[src/rtl/q2_lcd_writer_if.sv]
`default_nettype none
// +------------------------------------------------------------------------+
// | Module   : q2_lcd_writer_if                                            |
// | Purpose  : Bundles the byte-input handshake and the LCD write-bus      |
// |            signals of q2_lcd_writer.                                   |
// | Signals  : in_valid/in_data/in_ready - byte stream from the CPU side   |
// |            lcd_wr/lcd_dbus           - strobed 12-bit LCD bus word     |
// |            cur_row/cur_col           - committed cursor position       |
// | Modports : master - byte source / bus observer                         |
// |            slave  - the writer itself                                  |
// | Revision : 1.0  initial release                                        |
// +------------------------------------------------------------------------+
interface q2_lcd_writer_if;
  logic        in_valid;
  logic [7:0]  in_data;
  logic        in_ready;
  logic        lcd_wr;
  logic [11:0] lcd_dbus;
  logic        cur_row;
  logic [3:0]  cur_col;

  modport master (
    output in_valid, in_data,
    input  in_ready, lcd_wr, lcd_dbus, cur_row, cur_col
  );

  modport slave (
    input  in_valid, in_data,
    output in_ready, lcd_wr, lcd_dbus, cur_row, cur_col
  );
endinterface
`default_nettype wire

[src/rtl/q2_lcd_writer.sv]
`default_nettype none
// +------------------------------------------------------------------------+
// | Module   : q2_lcd_writer                                               |
// | Purpose  : Turns a byte stream into strobed write words for a 2x16     |
// |            character LCD (row 0 at 0x00, row 1 at 0x40). Tracks the    |
// |            cursor, wraps lines, decodes FF/LF/CR and clears the        |
// |            display after reset.                                        |
// | Ports    : clk   - system clock, rising edge                           |
// |            rst_n - asynchronous active-low reset                       |
// |            bus   - q2_lcd_writer_if.slave (byte input, LCD bus,        |
// |                    cursor outputs)                                     |
// | Params   : SETUP/PULSE/HOLD - bus phase lengths in cycles (min 1)      |
// | Revision : 1.0  initial release                                        |
// +------------------------------------------------------------------------+
module q2_lcd_writer #(
  parameter int SETUP = 2,
  parameter int PULSE = 2,
  parameter int HOLD  = 1
) (
  input  logic              clk,
  input  logic              rst_n,
  q2_lcd_writer_if.slave    bus
);

  localparam int MAXC  = (SETUP > PULSE) ? ((SETUP > HOLD) ? SETUP : HOLD)
                                         : ((PULSE > HOLD) ? PULSE : HOLD);
  localparam int CNT_W = (MAXC > 1) ? $clog2(MAXC) : 1;

  localparam logic [2:0] ST_INIT   = 3'd0;
  localparam logic [2:0] ST_IDLE   = 3'd1;
  localparam logic [2:0] ST_SETUP  = 3'd2;
  localparam logic [2:0] ST_STROBE = 3'd3;
  localparam logic [2:0] ST_HOLD   = 3'd4;
  localparam logic [2:0] ST_NEXT   = 3'd5;

  localparam logic [11:0] WORD_CLEAR = 12'h101;

  logic [2:0]       state_q,     state_d;
  logic [CNT_W-1:0] cnt_q,       cnt_d;
  logic [11:0]      dbus_q,      dbus_d;
  logic             wr_q,        wr_d;
  logic             ready_q,     ready_d;
  logic             wrap_pend_q, wrap_pend_d;
  logic [11:0]      wrap_word_q, wrap_word_d;
  logic             row_q,       row_d;
  logic [3:0]       col_q,       col_d;
  // Cursor position to commit once the current transaction finishes.
  logic             nrow_q,      nrow_d;
  logic [3:0]       ncol_q,      ncol_d;

  logic [11:0]      w_set_other;
  logic [11:0]      w_set_this;

  // Set-address words for the start of the other row and of the current row.
  assign w_set_other = {3'b000, 1'b1, 1'b1, ~row_q, 6'b000000};
  assign w_set_this  = {3'b000, 1'b1, 1'b1,  row_q, 6'b000000};

  always_comb begin
    state_d     = state_q;
    cnt_d       = cnt_q;
    dbus_d      = dbus_q;
    wrap_pend_d = wrap_pend_q;
    wrap_word_d = wrap_word_q;
    row_d       = row_q;
    col_d       = col_q;
    nrow_d      = nrow_q;
    ncol_d      = ncol_q;

    case (state_q)
      ST_INIT: begin
        dbus_d      = WORD_CLEAR;
        nrow_d      = 1'b0;
        ncol_d      = 4'd0;
        wrap_pend_d = 1'b0;
        cnt_d       = '0;
        state_d     = ST_SETUP;
      end
      ST_IDLE: begin
        if (bus.in_valid) begin
          cnt_d       = '0;
          wrap_pend_d = 1'b0;
          state_d     = ST_SETUP;
          case (bus.in_data)
            8'h0C: begin
              dbus_d = WORD_CLEAR;
              nrow_d = 1'b0;
              ncol_d = 4'd0;
            end
            8'h0A: begin
              dbus_d = w_set_other;
              nrow_d = ~row_q;
              ncol_d = 4'd0;
            end
            8'h0D: begin
              dbus_d = w_set_this;
              nrow_d = row_q;
              ncol_d = 4'd0;
            end
            default: begin
              dbus_d = {4'b0000, bus.in_data};
              if (col_q == 4'd15) begin
                // Last column: the display would run past the row, so a
                // re-address to the other row follows in the same transaction.
                wrap_pend_d = 1'b1;
                wrap_word_d = w_set_other;
                nrow_d      = ~row_q;
                ncol_d      = 4'd0;
              end else begin
                nrow_d = row_q;
                ncol_d = col_q + 4'd1;
              end
            end
          endcase
        end
      end
      ST_SETUP: begin
        if (cnt_q == CNT_W'(SETUP - 1)) begin
          cnt_d   = '0;
          state_d = ST_STROBE;
        end else begin
          cnt_d = cnt_q + CNT_W'(1);
        end
      end
      ST_STROBE: begin
        if (cnt_q == CNT_W'(PULSE - 1)) begin
          cnt_d   = '0;
          state_d = ST_HOLD;
        end else begin
          cnt_d = cnt_q + CNT_W'(1);
        end
      end
      ST_HOLD: begin
        if (cnt_q == CNT_W'(HOLD - 1)) begin
          cnt_d   = '0;
          state_d = ST_NEXT;
        end else begin
          cnt_d = cnt_q + CNT_W'(1);
        end
      end
      ST_NEXT: begin
        if (wrap_pend_q) begin
          dbus_d      = wrap_word_q;
          wrap_pend_d = 1'b0;
          cnt_d       = '0;
          state_d     = ST_SETUP;
        end else begin
          row_d   = nrow_q;
          col_d   = ncol_q;
          state_d = ST_IDLE;
        end
      end
      default: state_d = ST_INIT;
    endcase

    // Strobe and ready are registered decodes of the next state so the
    // pins never glitch on state-register transitions.
    wr_d    = (state_d == ST_STROBE);
    ready_d = (state_d == ST_IDLE);
  end

  always_ff @(posedge clk or negedge rst_n) begin
    if (!rst_n) begin
      state_q     <= ST_INIT;
      cnt_q       <= '0;
      dbus_q      <= 12'h000;
      wr_q        <= 1'b0;
      ready_q     <= 1'b0;
      wrap_pend_q <= 1'b0;
      wrap_word_q <= 12'h000;
      row_q       <= 1'b0;
      col_q       <= 4'd0;
      nrow_q      <= 1'b0;
      ncol_q      <= 4'd0;
    end else begin
      state_q     <= state_d;
      cnt_q       <= cnt_d;
      dbus_q      <= dbus_d;
      wr_q        <= wr_d;
      ready_q     <= ready_d;
      wrap_pend_q <= wrap_pend_d;
      wrap_word_q <= wrap_word_d;
      row_q       <= row_d;
      col_q       <= col_d;
      nrow_q      <= nrow_d;
      ncol_q      <= ncol_d;
    end
  end

  assign bus.in_ready = ready_q;
  assign bus.lcd_wr   = wr_q;
  assign bus.lcd_dbus = dbus_q;
  assign bus.cur_row  = row_q;
  assign bus.cur_col  = col_q;

endmodule
`default_nettype wire

[src/flat_wrapper.sv]
// flat-port wrapper written by rule: the top's interface ports become plain ports
module q2_lcd_writer_flat 
#(
  parameter int SETUP = 2,
  parameter int PULSE = 2,
  parameter int HOLD  = 1
)
  (clk, rst_n, bus_in_valid, bus_in_data, bus_in_ready, bus_lcd_wr, bus_lcd_dbus, bus_cur_row, bus_cur_col);
  q2_lcd_writer_if bus_i ();
  input  logic clk;
  input  logic rst_n;
  input wire logic [$bits(bus_i.in_valid)-1:0] bus_in_valid;
  input wire logic [$bits(bus_i.in_data)-1:0] bus_in_data;
  output wire logic [$bits(bus_i.in_ready)-1:0] bus_in_ready;
  output wire logic [$bits(bus_i.lcd_wr)-1:0] bus_lcd_wr;
  output wire logic [$bits(bus_i.lcd_dbus)-1:0] bus_lcd_dbus;
  output wire logic [$bits(bus_i.cur_row)-1:0] bus_cur_row;
  output wire logic [$bits(bus_i.cur_col)-1:0] bus_cur_col;
  assign bus_i.in_valid = bus_in_valid;
  assign bus_i.in_data = bus_in_data;
  assign bus_in_ready = bus_i.in_ready;
  assign bus_lcd_wr = bus_i.lcd_wr;
  assign bus_lcd_dbus = bus_i.lcd_dbus;
  assign bus_cur_row = bus_i.cur_row;
  assign bus_cur_col = bus_i.cur_col;
  q2_lcd_writer #(.SETUP(SETUP), .PULSE(PULSE), .HOLD(HOLD)) u_core (.clk(clk), .rst_n(rst_n), .bus(bus_i));
endmodule
[config.mk]
export PLATFORM = sky130hd
export DESIGN_NAME = q2_lcd_writer_flat
export DESIGN_NICKNAME = d
export VERILOG_FILES = /design/src/rtl/q2_lcd_writer_if.sv /design/src/rtl/q2_lcd_writer.sv /design/src/flat_wrapper.sv
export SDC_FILE = /design/constraint.sdc
export NUM_CORES = 1
export LEC_CHECK = 0
export BUFFER_PORTS_ARGS = -buffer_cell sky130_fd_sc_hd__buf_2
export CAP_MARGIN = 15
export CORE_ASPECT_RATIO = 1.75
export CORE_UTILIZATION = 45
export CTS_BUF_LIST = sky130_fd_sc_hd__clkbuf_8
export CTS_CLUSTER_SIZE = 40
export DETAILED_ROUTE_END_ITERATION = 8
export MAX_ROUTING_LAYER = met4
export PLACE_DENSITY = 0.68
export SLEW_MARGIN = 20
export SYNTH_ARGS = -nofsm -noshare
export SYNTH_HDL_FRONTEND = slang
export SYNTH_SLANG_ARGS = --single-unit
[constraint.sdc]
create_clock -name clk -period 2.6 [get_ports clk]
set_clock_uncertainty 0.05 [all_clocks]
set_input_delay 0.13 -clock clk [delete_from_list [all_inputs] [get_ports clk]]
set_output_delay 0.13 -clock clk [all_outputs]
set_load 0.05 [all_outputs]
==> results of run 1 <==
-- power groups by stage --
stage	Combinational, mW	Clock, mW	Sequential, mW
global route	0.776	0.284	0.689
finish	0.715	0.263	0.670
global placement	0.712	0	0.664
CTS	0.724	0.272	0.665
detailed placement	0.721	0	0.674
floorplan	0.389	0	0.849
-- area by class of cell --
type,count,area share
inverters,5,0.0113
multi-input cells,101,0.417
repair buffers,27,0.0844
flip-flops and latches,28,0.422
clock buffers,4,0.0332
well taps,42,0.0317
-- stage by stage --
step                      setup slack, ns  hold slack, ns   util
final                               0.674          0.0578  0.555
after global placement              0.791           0.116  0.533
after global routing                0.472          0.0578  0.555
after detailed placement            0.682           0.127  0.533
after floorplan                     0.943          -0.216      -
after CTS                           0.676          0.0541  0.555
-- worst min-delay path by stage --
stage	start	to	slack, ns
6_report	bus_in_data[5]	u_core.bus.lcd_dbus[5]	0.06
5_1_grt	bus_in_data[5]	u_core.bus.lcd_dbus[5]	0.06
4_1_cts	bus_in_data[5]	u_core.bus.lcd_dbus[5]	0.05
3_5_place_dp	rst_n	u_core.bus.cur_col[2]	0.13
3_3_place_gp	rst_n	u_core.ncol_q[2]	0.12
2_1_floorplan	rst_n	u_core.bus.cur_col[0]	-0.22
-- metal layers --
metal / up-vias / share of wire / track usage
li1: 538 / - / -
met1: 546 / 0.41 / 0.224
met2: 23 / 0.55 / 0.353
met3: 4 / 0.030 / 0.0235
met4: 0 / 0.0096 / 0.0545
met5: - / 0 / -
-- timing repair --
| action | 4_1_cts | 5_1_grt |
|---|---|---|
| endpoints found under the hold margin | 28 | 0 |
| setup endpoints to repair | 0 | 0 |
| gates resized for setup | 0 | 0 |
| hold buffers | 1 | 0 |
-- layout by cell type (no fill, tap or decap), types with 2 or more instances in the layout --
cell type  Yosys  routed
a21o_1         3       3
a21oi_1        4       4
a221o_1        2       2
and3_1         3       3
buf_2          2      26
clkbuf_8       0       4
conb_1         1       3
dfrtp_1       28      28
inv_1          5       5
mux2_2         6       6
mux2i_1        3       3
nand2_1       12      12
nand2b_1       8       8
nand3_1        3       3
nand3b_1       7       7
nor2_1         6       6
nor2b_1        3       3
nor3_1         3       3
o21ai_0        9       9
o21ai_1        3       3
o22ai_1        2       2
o2bb2ai_1      3       3
xnor2_1        3       3
xor2_1         2       2
-- state kept, by name, summed over array words and instances (netlist names) --
register	cells
u_core.bus.lcd_dbus	9
u_core.bus.cur_col	4
u_core.ncol_q	4
u_core.state_q	3
u_core.wrap_word_q	2
u_core.bus.cur_row	1
u_core.bus.in_ready	1
u_core.bus.lcd_wr	1
u_core.cnt_q	1
u_core.nrow_q	1
u_core.wrap_pend_q	1
-- logic make-up after synthesis --
| kind of cell | synth area share |
|---|---|
| other | 0.00259 |
| XOR/XNOR | 0.0302 |
| adder cells (fa/ha/maj) | 0.00863 |
| multiplexers | 0.0751 |
| flip-flops | 0.483 |
| buffers and inverters | 0.0440 |
| AND/OR/NAND/NOR | 0.208 |
| AO/OA/AOI/OAI | 0.148 |
-- worst max-delay path: cells and delay by family (launching register included) --
family          cells  cell delay (ns)
compound gates      2             0.66
flops               1             0.64
simple gates        2             0.46
==> impl_metrics.json, run 1 <==
{
  "outcome": "complete, no violations",
  "switchingPower_mw": 0.738,
  "syn_to_final_growth_pct": 14.5,
  "hp-class": "in -> reg",
  "dr.pass1.iters": 4,
  "maxSlewHeadroom": 0.593,
  "synth_ff_type": "dfrtp_1",
  "syn_inst": 140,
  "fin_crit_ns": 1.93,
  "cp.required_ns": 2.70,
  "cts_tree": "yes",
  "worstRegToRegCells": 4,
  "vdd_ir_drop_max_mv": 0.571,
  "gp_congestion": 0.818,
  "yosysTopAreaCell": "dfrtp_1",
  "insertion_delay_ns": 0.27,
  "rows": 26,
  "core_area_sq_mm": 0.00299,
  "num_antenna_cells": 0,
  "seq_power_share": 0.406,
  "dp.final_hpwl_mm": 2.41,
  "drt-total-wl_mm": 3.12,
  "power_mw": 1.65,
  "switching_share": 0.448,
  "ioPinCount": 30,
  "synth_area_sq_mm": 0.00145,
  "power_leakage_nw": 0.810,
  "yosys-top-cells-count": "dfrtp_1 (28), nand2_1 (12), o21ai_0 (9)",
  "detail-route-antenna-nets": 0,
  "grt_usage": 0.199,
  "grt_max_degree": 29,
  "drive_gt1_frac": 0.267,
  "tns_ns": 0,
  "final_area_sq_mm": 0.00166,
  "grt_antenna_before_repair": 0,
  "ys_ff_latch": 28,
  "p_clk_frac": 0.159,
  "cts-root-buf": "clkbuf_8",
  "post_cts_buffers": 0,
  "dp_cells": 202,
  "cp-start-kind": "flip-flop",
  "drt-wirelength-per-cell_microns": 15.1,
  "vias_per_cell": 5.37,
  "endpoint": "u_core.bus.lcd_dbus[6]",
  "die_area_sq_mm": 0.00346,
  "yosysWarnings": 0,
  "die_h_microns": 77.1,
  "start_util": 0.485,
  "crit_path_max_incr_delay_ns": 0.64,
  "synth-seq-area-share": 0.483,
  "cp_max_fo": 17,
  "intPower_mw": 0.909,
  "path_clk_slew_ns": 0.08,
  "tightestPinTransition_ns": 0.610,
  "netlist.area_leader.share": 0.483,
  "h-tree-depth": 1,
  "power_density_mw_per_mm2": 992,
  "cap_violations": 0,
  "drc": 0,
  "slew_viol_final": 0,
  "startpoint": "u_core.state_q[2]",
  "grt_pass1_wl_mm": 5.04,
  "ff2ff_setup_slack_ns": 0.67,
  "fin_cells": 207,
  "vias": 1111,
  "hold_depth": 3,
  "cp-end-kind": "flip-flop",
  "r2r-end": "u_core.bus.lcd_dbus[6]",
  "grt_overflow_total": 0,
  "finalSetupViolCount": 0,
  "n_fill_cell": 280,
  "path_cells": "nand3_1, o21ai_1, nand2b_1, a221o_2",
  "layout.area.seq_sq_um": 701,
  "cp.arrival_ns": 2.03,
  "max_freq_ghz": 0.519,
  "final_hold_viol_count": 0,
  "rsz0062_at_grt": "false",
  "synth_edf_count": 0,
  "cts_sinks": 28,
  "crit_type": "reg -> reg",
  "grt_pass1_vias": 1116,
  "postSynthAreaPerCell_sq_um": 10.4,
  "comb_power_share": 0.434,
  "port_buffers": 26,
  "die_x_microns": 44.9,
  "drt_iter0_markers": 38,
  "multi_input_area_sq_um": 693,
  "critPathSlowestCell": "dfrtp_1",
  "placed_area_sq_mm": 0.00160,
  "synth.distinct_cells": 39,
  "async_flop_share": 1.00,
  "synth_area_leaders": "dfrtp_1 (48%), mux2_2 (4.7%), nand3b_1 (3.6%), nand2b_1 (3.5%), o21ai_0 (3.1%)",
  "clockBufferDepth": 2,
  "nets": 178,
  "cts_inserted_buffers": 3,
  "r2r-start": "u_core.state_q[2]",
  "finalCritPeriodShare": 0.741,
  "synthMostInstantiatedCell": "dfrtp_1"
}
Power figures use the tool's default switching activity.
==> run 2, diff against run 1 <==
- ABC_AREA: default -> 1
- clock period: 2.6 -> 1.8 ns (I/O delays scaled with it)
==> run 2 against run 1 <==
  * First-iteration DRC count is 47% lower
  * Count of clock-buffer cells in the layout decreased by 1
  * Hold slack lost 0.0011 ns
  * Flip-flop and latch count stayed put
  * Routed wire length fell by 8.0%
  * Critical path depth increased by 8
  * Sequential power rose by 64%
  * Combinational power rose by 150%
  * Final cell count rose by 21%
  * Critical path type is now in -> reg
==> impl_metrics.json, run 2 <==
{
  "outcome": "complete, no violations",
  "worstRegToRegCells": 7,
  "n_fill_cell": 285,
  "cts_resized": 0,
  "max_freq_ghz": 0.635,
  "synthMostInstantiatedCell": "nand2_1",
  "critPathSlowestCell": "dlygate4sd3_1",
  "largest_reg_flops": 9,
  "grt_overflow_total": 0,
  "cp-end-kind": "flip-flop",
  "grt_pass1_vias": 1100,
  "crit_buf_inv": 4,
  "slew_viol_final": 0,
  "cap_violations": 0,
  "synth.distinct_cells": 26,
  "switching_share": 0.507,
  "drc": 0,
  "hold_depth": 3,
  "async_flop_share": 1.00,
  "ff2ff_setup_slack_ns": 0.24,
  "power_leakage_nw": 0.909,
  "syn_to_final_growth_pct": 17.0,
  "dp.final_hpwl_mm": 2.21,
  "dp_slack_ns": 0.271,
  "crit_top_cell": "nand2_1",
  "final_core_util": 0.547,
  "cts_sinks": 28,
  "cts_inserted_buffers": 3,
  "detail-route-antenna-nets": 0,
  "holdWs_ns": 0.0567,
  "ioPinCount": 30,
  "grt_max_degree": 29,
  "fin_crit_ns": 1.58,
  "synth_area_leaders": "dfrtp_1 (48%), nand2_1 (11%), inv_1 (6.2%), nor2_1 (5.2%), o21ai_0 (3.8%)",
  "comb_power_share": 0.526,
  "seq_power_share": 0.328,
  "dr.pass1.iters": 4,
  "syn_inst": 177,
  "core_area_sq_mm": 0.00311,
  "gp_congestion": 0.843,
  "die_x_microns": 45.0,
  "finalCritPeriodShare": 0.875,
  "crit_path_max_incr_delay_ns": 0.53,
  "final_cell_mix": "nand2_1 (42), dfrtp_1 (28), buf_2 (26), inv_1 (24), nor2_1 (20)",
  "synth_area_sq_mm": 0.00145,
  "drt_iter0_markers": 20,
  "num_antenna_cells": 0,
  "cts-root-buf": "clkbuf_8",
  "finalSetupViolCount": 0,
  "tightestPinTransition_ns": 0.611,
  "cp.arrival_ns": 1.68,
  "die_h_microns": 77.2,
  "tns_ns": 0,
  "cp_max_fo": 4,
  "intPower_mw": 1.66,
  "synth_edf_count": 0,
  "timing.final.ws_setup_ns": 0.224,
  "drive_gt1_frac": 0.237,
  "power_density_mw_per_mm2": 1980,
  "clockBufferDepth": 2,
  "rsz0062_at_grt": "false",
  "postSynthAreaPerCell_sq_um": 8.21,
  "min_from": "bus_in_data[2]",
  "yosysTopAreaCell": "dfrtp_1",
  "grt_antenna_before_repair": 0,
  "layout_commonest_cell": "nand2_1",
  "cp.required_ns": 1.91,
  "cp-start-kind": "input port",
  "final_hold_viol_count": 0,
  "vias_per_cell": 4.78,
  "ys_ff_latch": 28,
  "r2r-end": "u_core.bus.lcd_dbus[2]",
  "rows": 27,
  "power_mw": 3.37,
  "grt_usage": 0.181,
  "die_area_sq_mm": 0.00347,
  "grt_pass1_wl_mm": 4.62,
  "drt-wirelength-per-cell_microns": 11.5,
  "drt-total-wl_mm": 2.87,
  "path_clk_slew_ns": 0.09,
  "maxSlewHeadroom": 0.593,
  "fin_cells": 250,
  "yosys-top-cells-count": "nand2_1 (42), dfrtp_1 (28), inv_1 (24)",
  "insertion_delay_ns": 0.28,
  "holdPathEnd": "u_core.bus.lcd_dbus[2]",
  "cts_tree": "yes",
  "synth-seq-area-share": 0.482,
  "final_area_sq_mm": 0.00170,
  "r2r-start": "u_core.state_q[0]",
  "path_cells": "dlygate4sd3_1, buf_2, nor2_1, nand2_1, inv_1, nand2_1, nand2_1, nor2_2, nand2_1, inv_2, nand3_1, o21ai_0",
  "hp-class": "in -> reg",
  "start_util": 0.468,
  "placed_area_sq_mm": 0.00160,
  "port_buffers": 26,
  "vias": 1194,
  "p_clk_frac": 0.147,
  "nets": 220,
  "yosysWarnings": 0,
  "switchingPower_mw": 1.71,
  "netlist.area_leader.share": 0.482,
  "synth_ff_type": "dfrtp_1",
  "vdd_ir_drop_max_mv": 1.23,
  "crit_type": "in -> reg",
  "path_delay_family": "buffers and inverters",
  "h-tree-depth": 1,
  "dp_cells": 243
}
[run 2: cell types whose count changed in the layout (fill, tap and decap cells not counted), moves of 5 or more]
cell | before | now
nand2_1 | 12 | 42
nand2b_1 | 8 | 0
nand3_1 | 3 | 10
inv_1 | 5 | 24
nor2_1 | 6 | 20
nand2_2 | 0 | 5
nand3b_1 | 7 | 0
mux2_2 | 6 | 0
[run 2: cell families after synthesis]
family	synth area share
AOI/OAI and AO/OA	0.117
DFF	0.482
xor gates and xnor gates	0.0181
and+or+nand+nor	0.259
other	0.00258
buffers and inverters	0.106
adders and majority gates	0.00860
muxes	0.00688
[run 2: power groups by stage]
stage / clock network (mW) / registers, mW / logic (mW)
2_1_floorplan: 0 / 1.67 / 0.893
3_3_place_gp: 0 / 1.10 / 1.74
3_5_place_dp: 0 / 1.11 / 1.77
4_1_cts: 0.506 / 1.10 / 1.78
5_1_grt: 0.536 / 1.14 / 1.93
6_report: 0.494 / 1.10 / 1.77
[run 2: worst max-delay path by stage]
stage               slack [ns]  cells after the start                      to                  start
floorplan                 0.17                      5           u_core.nrow_q  u_core.bus.cur_col[0]
global placement          0.32                      7  u_core.bus.lcd_dbus[2]      u_core.state_q[0]
detailed placement        0.27                      7  u_core.bus.lcd_dbus[2]      u_core.state_q[0]
CTS                       0.23                     12        u_core.ncol_q[1]         bus_in_data[5]
global route              0.10                     12        u_core.ncol_q[1]         bus_in_data[5]
finish                    0.22                     12        u_core.ncol_q[1]         bus_in_data[5]
[run 2: worst reg2reg max path, delay by kind of cell (launching register included)]
family,cells,cell delay (ns)
buffers and inverters,2,0.18
and+or+nand+nor,4,0.56
AOI/OAI and AO/OA,1,0.23
DFF,1,0.45
[run 2: what timing repair did]
action,in CTS,in global routing
setup buffers,0,0
endpoints found under the hold margin,30,0
hold buffers,3,0
[run 2: cell type report]
cell class	instances	area (sq um)	share of cell area
clock inverter	1	30.0	0.0177
inverter	28	108	0.0633
sequential	28	701	0.412
multi-input combinational	118	607	0.357
timing repair buffer	29	160	0.0942
tap	43	53.8	0.0316
clock buffer	3	41.3	0.0243
[run 2: metal layers]
| layer | vias to the layer above | routed length (microns) | GRT usage |
|---|---|---|---|
| met5 | - | 0 | - |
| met4 | 0 | 41 | 0.0636 |
| li1 | 611 | - | - |
| met3 | 4 | 90 | 0.0141 |
| met2 | 30 | 1490 | 0.309 |
| met1 | 549 | 1250 | 0.213 |
==> run 3, diff against run 2 <==
- CORE_MARGIN: default -> 4
- CORE_UTILIZATION: 45 -> 55
- PLACE_DENSITY: 0.68 -> 0.8
==> run 3 against run 2 <==
  * Register-to-register slack improved by 0.02 ns
  * Total power fell by 5.3%
  * Global-route usage is 0.36 points higher
  * Sequential power is essentially flat
  * Critical path depth decreased by 5
  * Critical path type is now reg -> reg
  * Critical endpoint is now u_core.bus.lcd_dbus[2]
  * Flip-flop and latch count did not move
==> impl_metrics.json, run 3 (synthesis results as in run 2) <==
{
  "outcome": "complete, no violations",
  "post_cts_buffers": 0,
  "cts_resized": 0,
  "cap_violations": 0,
  "dr.pass1.iters": 4,
  "critPathSlowestCell": "dfrtp_1",
  "n_fill_cell": 236,
  "power_leakage_nw": 0.887,
  "grt_antenna_before_repair": 0,
  "vdd_ir_drop_max_mv": 1.12,
  "maxUsedRoutingLayer": "met4",
  "ioPinCount": 30,
  "drt-total-wl_mm": 2.85,
  "route.met3.wl_microns": 120,
  "multi_input_area_sq_um": 607,
  "seq_power_share": 0.346,
  "cts-root-buf": "clkbuf_8",
  "hp-class": "in -> reg",
  "power_mw": 3.19,
  "insertion_delay_ns": 0.27,
  "detail-route-antenna-nets": 0,
  "wl_met2_mm": 1.54,
  "drt-wirelength-per-cell_microns": 12.4,
  "comb_power_share": 0.551,
  "p_clk_frac": 0.102,
  "holdWs_ns": 0.0253,
  "cp-start-kind": "flip-flop",
  "rsz0062_at_grt": "false",
  "final_area_sq_mm": 0.00163,
  "hold_buffers": 1,
  "port_buffers": 26,
  "clockBufferDepth": 2,
  "start_util": 0.576,
  "die_x_microns": 46.9,
  "die_area_sq_mm": 0.00356,
  "crit_top_cell": "nor2_1",
  "largest_reg_flops": 9,
  "slew_viol_final": 0,
  "rows": 24,
  "switching_share": 0.526,
  "grt_pass1_vias": 1192,
  "grt_max_degree": 29,
  "maxSlewHeadroom": 0.605,
  "crit_path_max_incr_delay_ns": 0.44,
  "grt_usage": 0.184,
  "tns_ns": 0,
  "drive_gt1_frac": 0.235,
  "intPower_mw": 1.51,
  "final_hold_viol_count": 0,
  "cts_sinks": 28,
  "layout.area.seq_sq_um": 701,
  "cts_inserted_buffers": 3,
  "cp_max_fo": 12,
  "cp.required_ns": 1.93,
  "vias": 1187,
  "h-tree-depth": 1,
  "placed_area_sq_mm": 0.00158,
  "finalCritPeriodShare": 0.855,
  "path_clk_slew_ns": 0.09,
  "num_antenna_cells": 0,
  "fin_crit_ns": 1.54,
  "die_h_microns": 76.0,
  "vias_per_cell": 5.16,
  "drt_iter0_markers": 35,
  "max_freq_ghz": 0.650,
  "core_area_sq_mm": 0.00252,
  "cp.arrival_ns": 1.67,
  "gp_congestion": 0.865,
  "finalSetupViolCount": 0,
  "path_cells": "nor2_1, inv_1, nor2_1, nor2_1, nor2_4, inv_4, o31ai_1",
  "switchingPower_mw": 1.68,
  "timing.final.ws_setup_ns": 0.262,
  "crit_type": "reg -> reg",
  "layout_commonest_cell": "nand2_1",
  "grt_pass1_wl_mm": 4.85,
  "cp-end-kind": "flip-flop",
  "nets": 218,
  "tightestPinTransition_ns": 0.593,
  "grt_overflow_total": 0,
  "dp.final_hpwl_mm": 2.30,
  "met1_length_mm": 1.11,
  "cts_tree": "yes",
  "drc": 0,
  "final_cell_mix": "nand2_1 (42), dfrtp_1 (28), buf_2 (26), inv_1 (24), nor2_1 (20)",
  "dp_slack_ns": 0.267,
  "power_density_mw_per_mm2": 1960,
  "syn_to_final_growth_pct": 12.0
}
-- run 3: cell types whose count changed in the layout (fill, tap and decap cells not counted) --
cell	delta
dlygate4sd3_1	-2
bufinv_16	-1
-- run 3: critical path: cells and delay by family (launching register included) --
family	cells	cell delay, ns
AND/OR/NAND/NOR	4	0.54
buffers and inverters	2	0.18
flip-flops	1	0.44
AO/OA/AOI/OAI	1	0.24
-- run 3: power groups by stage --
| stage | sequential, mW | clock (mW) | combinational [mW] |
|---|---|---|---|
| global placement | 1.10 | 0 | 1.74 |
| CTS | 1.11 | 0.339 | 1.78 |
| detailed placement | 1.12 | 0 | 1.77 |
| global route | 1.14 | 0.356 | 1.94 |
| floorplan | 1.67 | 0 | 0.893 |
| finish | 1.11 | 0.327 | 1.76 |
-- run 3: layout make-up --
cell class / instances / area share
Clock buffer: 3 / 0.0253
Tap cell: 26 / 0.0200
Timing Repair Buffer: 27 / 0.0860
Inverter: 28 / 0.0661
Sequential cell: 28 / 0.430
Multi-Input combinational cell: 118 / 0.373
-- run 3: worst paths after layout --
check	from	end	slack, ns	depth (start not counted)
min in group asynchronous	rst_n	u_core.bus.lcd_dbus[0]	0.31	2
max in group asynchronous	rst_n	u_core.state_q[1]	1.00	2
min	bus_in_data[4]	u_core.bus.lcd_dbus[4]	0.03	3
max reg2reg	u_core.state_q[0]	u_core.bus.lcd_dbus[2]	0.26	7
max	u_core.state_q[0]	u_core.bus.lcd_dbus[2]	0.26	7
min reg2reg	u_core.bus.lcd_dbus[0]	u_core.bus.lcd_dbus[0]	0.44	2
-- run 3: stage by stage --
| step | cells | util |
|---|---|---|
| 3_5_place_dp | 226 | 0.625 |
| 2_1_floorplan | 179 | - |
| 3_3_place_gp | 226 | 0.625 |
| 5_1_grt | 230 | 0.646 |
| 4_1_cts | 230 | 0.646 |
| 6_report | 230 | 0.646 |
-- run 3: layer usage --
layer  track usage  vias up
met5             -        -
li1              -      599
met1         0.204      556
met4        0.0776        0
met2         0.313       25
met3        0.0213        7
